$ cat src/rtl/urv_defs.sv
// Shared definitions for the uRV instruction-memory Wishbone bridge:
// FSM encoding, error-fill word and word-alignment helpers.
package urv_defs;

    typedef enum logic [1:0] {
        ST_IDLE = 2'b00,
        ST_REQ  = 2'b01,
        ST_WAIT = 2'b10
    } fsm_state_e;

    // An all-zero word decodes as an illegal instruction in the fetch stage.
    localparam logic [31:0] ERR_FILL_DATA = 32'h0000_0000;
    localparam logic [31:0] WORD_MASK     = 32'hFFFF_FFFC;
    localparam logic [31:0] WORD_STRIDE   = 32'h0000_0004;

    function automatic logic [31:0] word_align(input logic [31:0] addr);
        return addr & WORD_MASK;
    endfunction

endpackage

$ cat src/rtl/urv_im_buf2.sv
// Two-entry tagged instruction buffer: lookup, prefetch presence query,
// and a single write port that never evicts the entry matching the lookup address.
module urv_im_buf2
    import urv_defs::*;
(
    input  logic        clk_i,
    input  logic        rst_n_i,
    input  logic [31:0] lkp_addr_i,
    output logic        lkp_hit_o,
    output logic [31:0] lkp_data_o,
    input  logic [31:0] pf_addr_i,
    output logic        pf_present_o,
    input  logic        wr_en_i,
    input  logic [31:0] wr_addr_i,
    input  logic [31:0] wr_data_i
);

    logic [1:0]  valid_q, valid_d;
    logic [31:0] tag_q  [2];
    logic [31:0] tag_d  [2];
    logic [31:0] data_q [2];
    logic [31:0] data_d [2];
    logic        lru_q, lru_d;
    logic [1:0]  lkp_match_s;
    logic [1:0]  pf_match_s;
    logic        victim_s;

    // Tag compare for the current fetch address and the prefetch candidate.
    always_comb begin
        for (int i = 0; i < 2; i++) begin
            lkp_match_s[i] = valid_q[i] && (tag_q[i] == lkp_addr_i);
            pf_match_s[i]  = valid_q[i] && (tag_q[i] == pf_addr_i);
        end
        lkp_hit_o    = |lkp_match_s;
        pf_present_o = |pf_match_s;
        if (lkp_match_s[0]) begin
            lkp_data_o = data_q[0];
        end else if (lkp_match_s[1]) begin
            lkp_data_o = data_q[1];
        end else begin
            lkp_data_o = 32'h0000_0000;
        end
    end

    // Victim: keep whatever serves the fetch stage now, else the older write.
    always_comb begin
        if (lkp_match_s[0]) begin
            victim_s = 1'b1;
        end else if (lkp_match_s[1]) begin
            victim_s = 1'b0;
        end else begin
            victim_s = lru_q;
        end
    end

    // Next-state of the array on a fill.
    always_comb begin
        valid_d = valid_q;
        tag_d   = tag_q;
        data_d  = data_q;
        lru_d   = lru_q;
        if (wr_en_i) begin
            valid_d[victim_s] = 1'b1;
            tag_d[victim_s]   = wr_addr_i;
            data_d[victim_s]  = wr_data_i;
            lru_d             = ~victim_s;
        end else begin
            lru_d = lru_q;
        end
    end

    // Array state registers.
    always_ff @(posedge clk_i or negedge rst_n_i) begin
        if (!rst_n_i) begin
            valid_q <= 2'b00;
            lru_q   <= 1'b0;
            for (int i = 0; i < 2; i++) begin
                tag_q[i]  <= 32'h0000_0000;
                data_q[i] <= 32'h0000_0000;
            end
        end else begin
            valid_q <= valid_d;
            lru_q   <= lru_d;
            tag_q   <= tag_d;
            data_q  <= data_d;
        end
    end

endmodule

$ cat src/rtl/urv_im_wb_bridge.sv
// Fetch-port to Wishbone B4 pipelined read bridge with a 2-entry tagged
// buffer and optional sequential prefetch; one transfer outstanding at most.
module urv_im_wb_bridge
    import urv_defs::*;
#(
    parameter int g_prefetch = 1
) (
    input  logic        clk_i,
    input  logic        rst_n_i,
    input  logic [31:0] im_addr_i,
    input  logic        im_rd_i,
    output logic [31:0] im_data_o,
    output logic        im_valid_o,
    output logic        wb_cyc_o,
    output logic        wb_stb_o,
    output logic [31:0] wb_adr_o,
    output logic [3:0]  wb_sel_o,
    output logic        wb_we_o,
    input  logic [31:0] wb_dat_i,
    input  logic        wb_ack_i,
    input  logic        wb_err_i,
    input  logic        wb_stall_i
);

    localparam logic PREFETCH_EN = (g_prefetch != 0);

    fsm_state_e  state_q, state_d;
    logic [31:0] req_addr_q, req_addr_d;
    logic [31:0] fill_addr_q, fill_addr_d;
    logic        cyc_q, cyc_d;
    logic        stb_q, stb_d;
    logic        hit_s;
    logic        pf_present_s;
    logic [31:0] pf_addr_s;
    logic        fill_we_s;
    logic [31:0] fill_data_s;

    assign pf_addr_s = req_addr_q + WORD_STRIDE;

    urv_im_buf2 u_buf (
        .clk_i        (clk_i),
        .rst_n_i      (rst_n_i),
        .lkp_addr_i   (req_addr_q),
        .lkp_hit_o    (hit_s),
        .lkp_data_o   (im_data_o),
        .pf_addr_i    (pf_addr_s),
        .pf_present_o (pf_present_s),
        .wr_en_i      (fill_we_s),
        .wr_addr_i    (fill_addr_q),
        .wr_data_i    (fill_data_s)
    );

    // Fetch address capture.
    always_comb begin
        if (im_rd_i) begin
            req_addr_d = word_align(im_addr_i);
        end else begin
            req_addr_d = req_addr_q;
        end
    end

    // Bus FSM: demand misses first, then the sequential successor.
    always_comb begin
        state_d     = state_q;
        fill_addr_d = fill_addr_q;
        fill_we_s   = 1'b0;
        fill_data_s = wb_dat_i;
        case (state_q)
            ST_IDLE: begin
                if (!hit_s) begin
                    state_d     = ST_REQ;
                    fill_addr_d = req_addr_q;
                end else if (PREFETCH_EN && !pf_present_s) begin
                    state_d     = ST_REQ;
                    fill_addr_d = pf_addr_s;
                end else begin
                    state_d = ST_IDLE;
                end
            end
            ST_REQ: begin
                if (!wb_stall_i) begin
                    state_d = ST_WAIT;
                end else begin
                    state_d = ST_REQ;
                end
            end
            ST_WAIT: begin
                // The fill lands under its own tag even if the fetch address moved on.
                if (wb_ack_i || wb_err_i) begin
                    fill_we_s = 1'b1;
                    state_d   = ST_IDLE;
                    if (wb_ack_i) begin
                        fill_data_s = wb_dat_i;
                    end else begin
                        fill_data_s = ERR_FILL_DATA;
                    end
                end else begin
                    state_d = ST_WAIT;
                end
            end
            default: begin
                state_d = ST_IDLE;
            end
        endcase
        cyc_d = (state_d != ST_IDLE);
        stb_d = (state_d == ST_REQ);
    end

    // Bridge state and Wishbone output registers.
    always_ff @(posedge clk_i or negedge rst_n_i) begin
        if (!rst_n_i) begin
            state_q     <= ST_IDLE;
            req_addr_q  <= 32'h0000_0000;
            fill_addr_q <= 32'h0000_0000;
            cyc_q       <= 1'b0;
            stb_q       <= 1'b0;
        end else begin
            state_q     <= state_d;
            req_addr_q  <= req_addr_d;
            fill_addr_q <= fill_addr_d;
            cyc_q       <= cyc_d;
            stb_q       <= stb_d;
        end
    end

    assign im_valid_o = hit_s;
    assign wb_cyc_o   = cyc_q;
    assign wb_stb_o   = stb_q;
    assign wb_adr_o   = fill_addr_q;
    assign wb_sel_o   = 4'hF;
    assign wb_we_o    = 1'b0;

endmodule
$ cat config.mk
export PLATFORM = sky130hd
export DESIGN_NAME = urv_im_wb_bridge
export DESIGN_NICKNAME = d
export VERILOG_FILES = /design/src/rtl/urv_defs.sv /design/src/rtl/urv_im_buf2.sv /design/src/rtl/urv_im_wb_bridge.sv
export SDC_FILE = /design/constraint.sdc
export NUM_CORES = 1
export LEC_CHECK = 0
export CAP_MARGIN = 20
export CORE_ASPECT_RATIO = 0.6
export CORE_MARGIN = 10
export CORE_UTILIZATION = 56
export DETAILED_ROUTE_END_ITERATION = 12
export PLACE_DENSITY = 0.83
export SLEW_MARGIN = 40
export SYNTH_ARGS = -nofsm -noshare
export SYNTH_HDL_FRONTEND = slang
export SYNTH_SLANG_ARGS = --single-unit
$ cat constraint.sdc
create_clock -name clk_i -period 3.45 [get_ports clk_i]
set_input_delay 0.5175 -clock clk_i [delete_from_list [all_inputs] [get_ports clk_i]]
set_output_delay 0.5175 -clock clk_i [all_outputs]
set_load 0.1 [all_outputs]
==> results <==
- Measured along the y axis, the die boundary spans around 130 µm.
- The synthesized design spends more area on one cell type than any other, namely dfrtp_1.
- The initial utilization of the core area, before any placement, comes to 0.571.
- The average wire per cell in the routed design is 25.6 µm.
- The upper clock frequency limit is ~0.28 GHz.
- Yosys attributes the largest share of cell area to dfrtp_1 (44%), mux2_2 (9.1%), xnor2_1 (5.8%).
- For this design the ratio of total power to cell area is 799 mW/mm².
- On the worst path, the slowest cell contributes a delay of ~0.68 ns.
- The number of placement rows is 39.
- Pin placement for this block handled about 140 I/O pins.
- The number of different library cells used by synthesis comes to 70.
- In the synthesized netlist the async set-or-reset flop fraction comes to 1.00.
- Of the post-synthesis cell area, the dominant cell type holds 0.440.
- The cell sitting at the root of the clock tree is a clkbuf_16.
- Grouping stages by cell kind, the critical path spends the most delay in simple AND/OR/NAND/NOR gates.
- For this run, the total global-route usage over all layers was measured as 0.326.
- For this run, the number of Yosys warnings is 0.
- The number of DRC violations after detailed-routing iteration 0 is between 1000 and 1500.
- Setup slack on the critical path of the routed design comes to -0.179 ns.
- After the flow finishes, the layout carries non-filler instances totaling roughly 1700.
- The number of nets still failing antenna checks after routing is 0.
- The post-synthesis area per instance is about 9.3 µm².
- The buffering stage count on the worst path with inverters included is 2.
- The final hold slack is 0.0567 ns.
- The number of endpoints with negative hold slack in the final report was 0.
- The clock insertion delay at the later pin of the skew report is roughly 0.45 ns.
- STA classifies the critical path startpoint as a flop.
- The final critical-path share of the clock period is 1.05.
- In this run the static leakage power is around 6.9 nW.
- The transition time of the tightest slew-check pin is 0.777 ns.
- The number of synthesized flops with an enable pin is 0.
- Subtracting the final worst setup slack from the clock period gives approximately 3.6 ns.
- The total overflow left after global routing is 0.
- The number of port buffers is 132.
- Counting tap cells, the placed design contains a total of 1658 instances.
- In this run, synthesis produced a sequential element count of around 190.
- The flow ran to the end, but the final reports show violations.
- Once layout is complete, the utilization of the core stands at 0.838.
- Setup repair after global routing could not meet its margin everywhere.
- The critical path data arrival time is ~4.0 ns.
- Setup violations remaining at the end of the flow were counted as slightly above 60.
- The area of the die is 0.0256 mm².
- For this run, the post-layout net count is 1559.
- Across the run, the number of max-cap violations was 0.
- The number of global-route vias before repair is 10600.
- Traced cell by cell, the critical path runs through nand4_1 -> or4_4 -> buf_6 -> or3_4 -> xor2_1 -> nor3_1 -> nand4_1 -> o21ai_4 -> nand2b_4 -> buf_12 -> a21oi_2 -> a221o_1.
- The number of antenna violations at the first check in global routing is 1.
- The H-tree was split into 4 levels.
- After detailed routing, the number of vias per cell comes to roughly 6.5.
- The commonest register cell after synthesis is dfrtp_1.
- The post-placement worst setup slack is -0.397 ns.
- The highest net fanout along the worst path is 8.
- The count of pins over their slew limit was 0.
- Leaving out fill and tap cells, the most frequent cells in the layout are buf_4 (217), dfrtp_1 (186), nand2_1 (145).
- The HPWL after detailed placement is 30.2 mm.
- The final layout contains routed wiring with a total length of roughly 45 mm.
- The weighted congestion reported at the end of routability-driven placement is around 1.1.
- The leading cell type in the layout, fill and taps excluded is buf_4.
- After synthesis the cells add up to approximately 0.011 mm².
- After clock tree synthesis, the clock-pin slew on the worst setup and hold paths is 0.07 ns.
- The part of the Yosys area used for sequential elements is 0.440.
- The critical path's most frequent cell is nand4_1.
- The maximum clock skew at final layout is about 0.011 ns.
- The core region is around 0.019 mm².
- The required time at the worst-slack endpoint is around 3.8 ns.
- The type of the worst setup path is reg -> reg.
- The first-pass GRT wire length is between 60 and 70 mm.
- The type of the most critical hold path is in -> async.
- The area growth from synthesis to layout is 46.8%.
- The total negative slack for setup checks is -6.25 ns.
- No sink is reached through more buffers than the 2 on the longest clock path.
- The length of the first detailed-routing pass in iterations is 6.
- The final reports fail on setup timing.
- The final route contains 11300 vias.
- After detailed routing, the number of remaining DRC violations is 0.
- The worst-path cell with the longest stage delay is or4_4.
- The number of CTS-inserted buffers is 17.
- The proportion of layout cells with a drive suffix above 1 is 0.387.
- The TritonCTS sink count is approximately 190.
- VDD sags by at most 0.000885 V.
- The worst pin sits at a relative slew slack of 0.480.
- The sort of element at the end of the critical path is a flop.
- Counting buffers and inverters, the worst setup path is 12 cells deep.
- Measured in cells, the most critical reg-to-reg path has a length of 12.
- The horizontal extent of the die is between 150 and 200 µm.
- The cell count after synthesis came out at roughly 1200.
- 0 antenna diodes ended up in the layout.
- The TritonCTS clock tree is done.
- The pin count of the biggest net entering global routing is 85.
routing by layer:
metal / routed length, µm / share of wire / vias to the layer above / GRT usage
met4: 1040 / 0.023 / 4 / 0.0789
li1: - / - / 4799 / -
met5: 90 / 0.0020 / - / 0.0175
met2: 19200 / 0.43 / 799 / 0.464
met3: 6110 / 0.14 / 103 / 0.137
met1: 18300 / 0.41 / 5637 / 0.447
report_power, final:
| part | internal, W | switching (W) |
|---|---|---|
| combinational | 0.00253 | 0.00409 |
| clock | 0.00109 | 0.000905 |
| sequential | 0.00317 | 0.000970 |
metrics by stage:
step	total power (W)	instance area (µm²)
2_1_floorplan	0.00745	10900
3_3_place_gp	0.00948	14000
3_5_place_dp	0.00954	13900
4_1_cts	0.0118	15100
5_1_grt	0.0132	16000
6_report	0.0127	16000
state kept, by name, summed over array words and instances, names as in the netlist:
signal	count
u_buf.data_q	64
u_buf.tag_q	60
req_addr_q	30
wb_adr_o	30
state_q	2
u_buf.valid_q	2
u_buf.lru_q	1
wb_cyc_o	1
wb_stb_o	1
synth_stat cells (20+ instances only):
cell,n
nand3_1,74
dfrtp_1,191
o21ai_0,122
inv_1,39
xnor2_1,72
nor4_1,20
nand2_1,151
nand4_1,42
nor2_1,31
xor2_1,21
clkbuf_1,51
mux2_2,88
nor3_1,22
buf_2,20
what timing repair did:
action / in CTS / in global routing
endpoints found under the hold margin: 0 / 0
gates cloned: 1 / 5
hold buffers: 0 / 0
endpoints found under the setup margin: 141 / 64
setup buffers: 23 / 34
gates resized for setup: 87 / 114
pin swaps: 11 / 45
worst paths after layout:
| check | startpoint | endpoint | slack [ns] |
|---|---|---|---|
| min in group clk_i | u_buf.data_q[46] | u_buf.data_q[46] | 0.49 |
| max in group asynchronous | rst_n_i | req_addr_q[26] | 2.37 |
| setup reg to reg | req_addr_q[10] | wb_adr_o[18] | -0.18 |
| hold / removal | rst_n_i | wb_adr_o[10] | 0.06 |
| setup / recovery | req_addr_q[10] | wb_adr_o[18] | -0.18 |
| hold reg to reg | u_buf.data_q[46] | u_buf.data_q[46] | 0.49 |
kinds of logic after synthesis:
| logic type | synth area share |
|---|---|
| buf+inv | 0.0565 |
| simple gates | 0.203 |
| other cells | 0.000691 |
| compound gates | 0.131 |
| fa+ha+maj | 0.00115 |
| xor+xnor | 0.0749 |
| flops | 0.440 |
| mux | 0.0930 |
final cells by class:
cell class,instances,area (µm²)
clock buffers,21,450
repair buffers,390,3810
clock inverters,11,131
flip-flops and latches,191,4790
fillers,1040,3070
well taps,246,308
multi-input cells,848,6310
inverters,40,155
(Power assumes the default switching activity.)
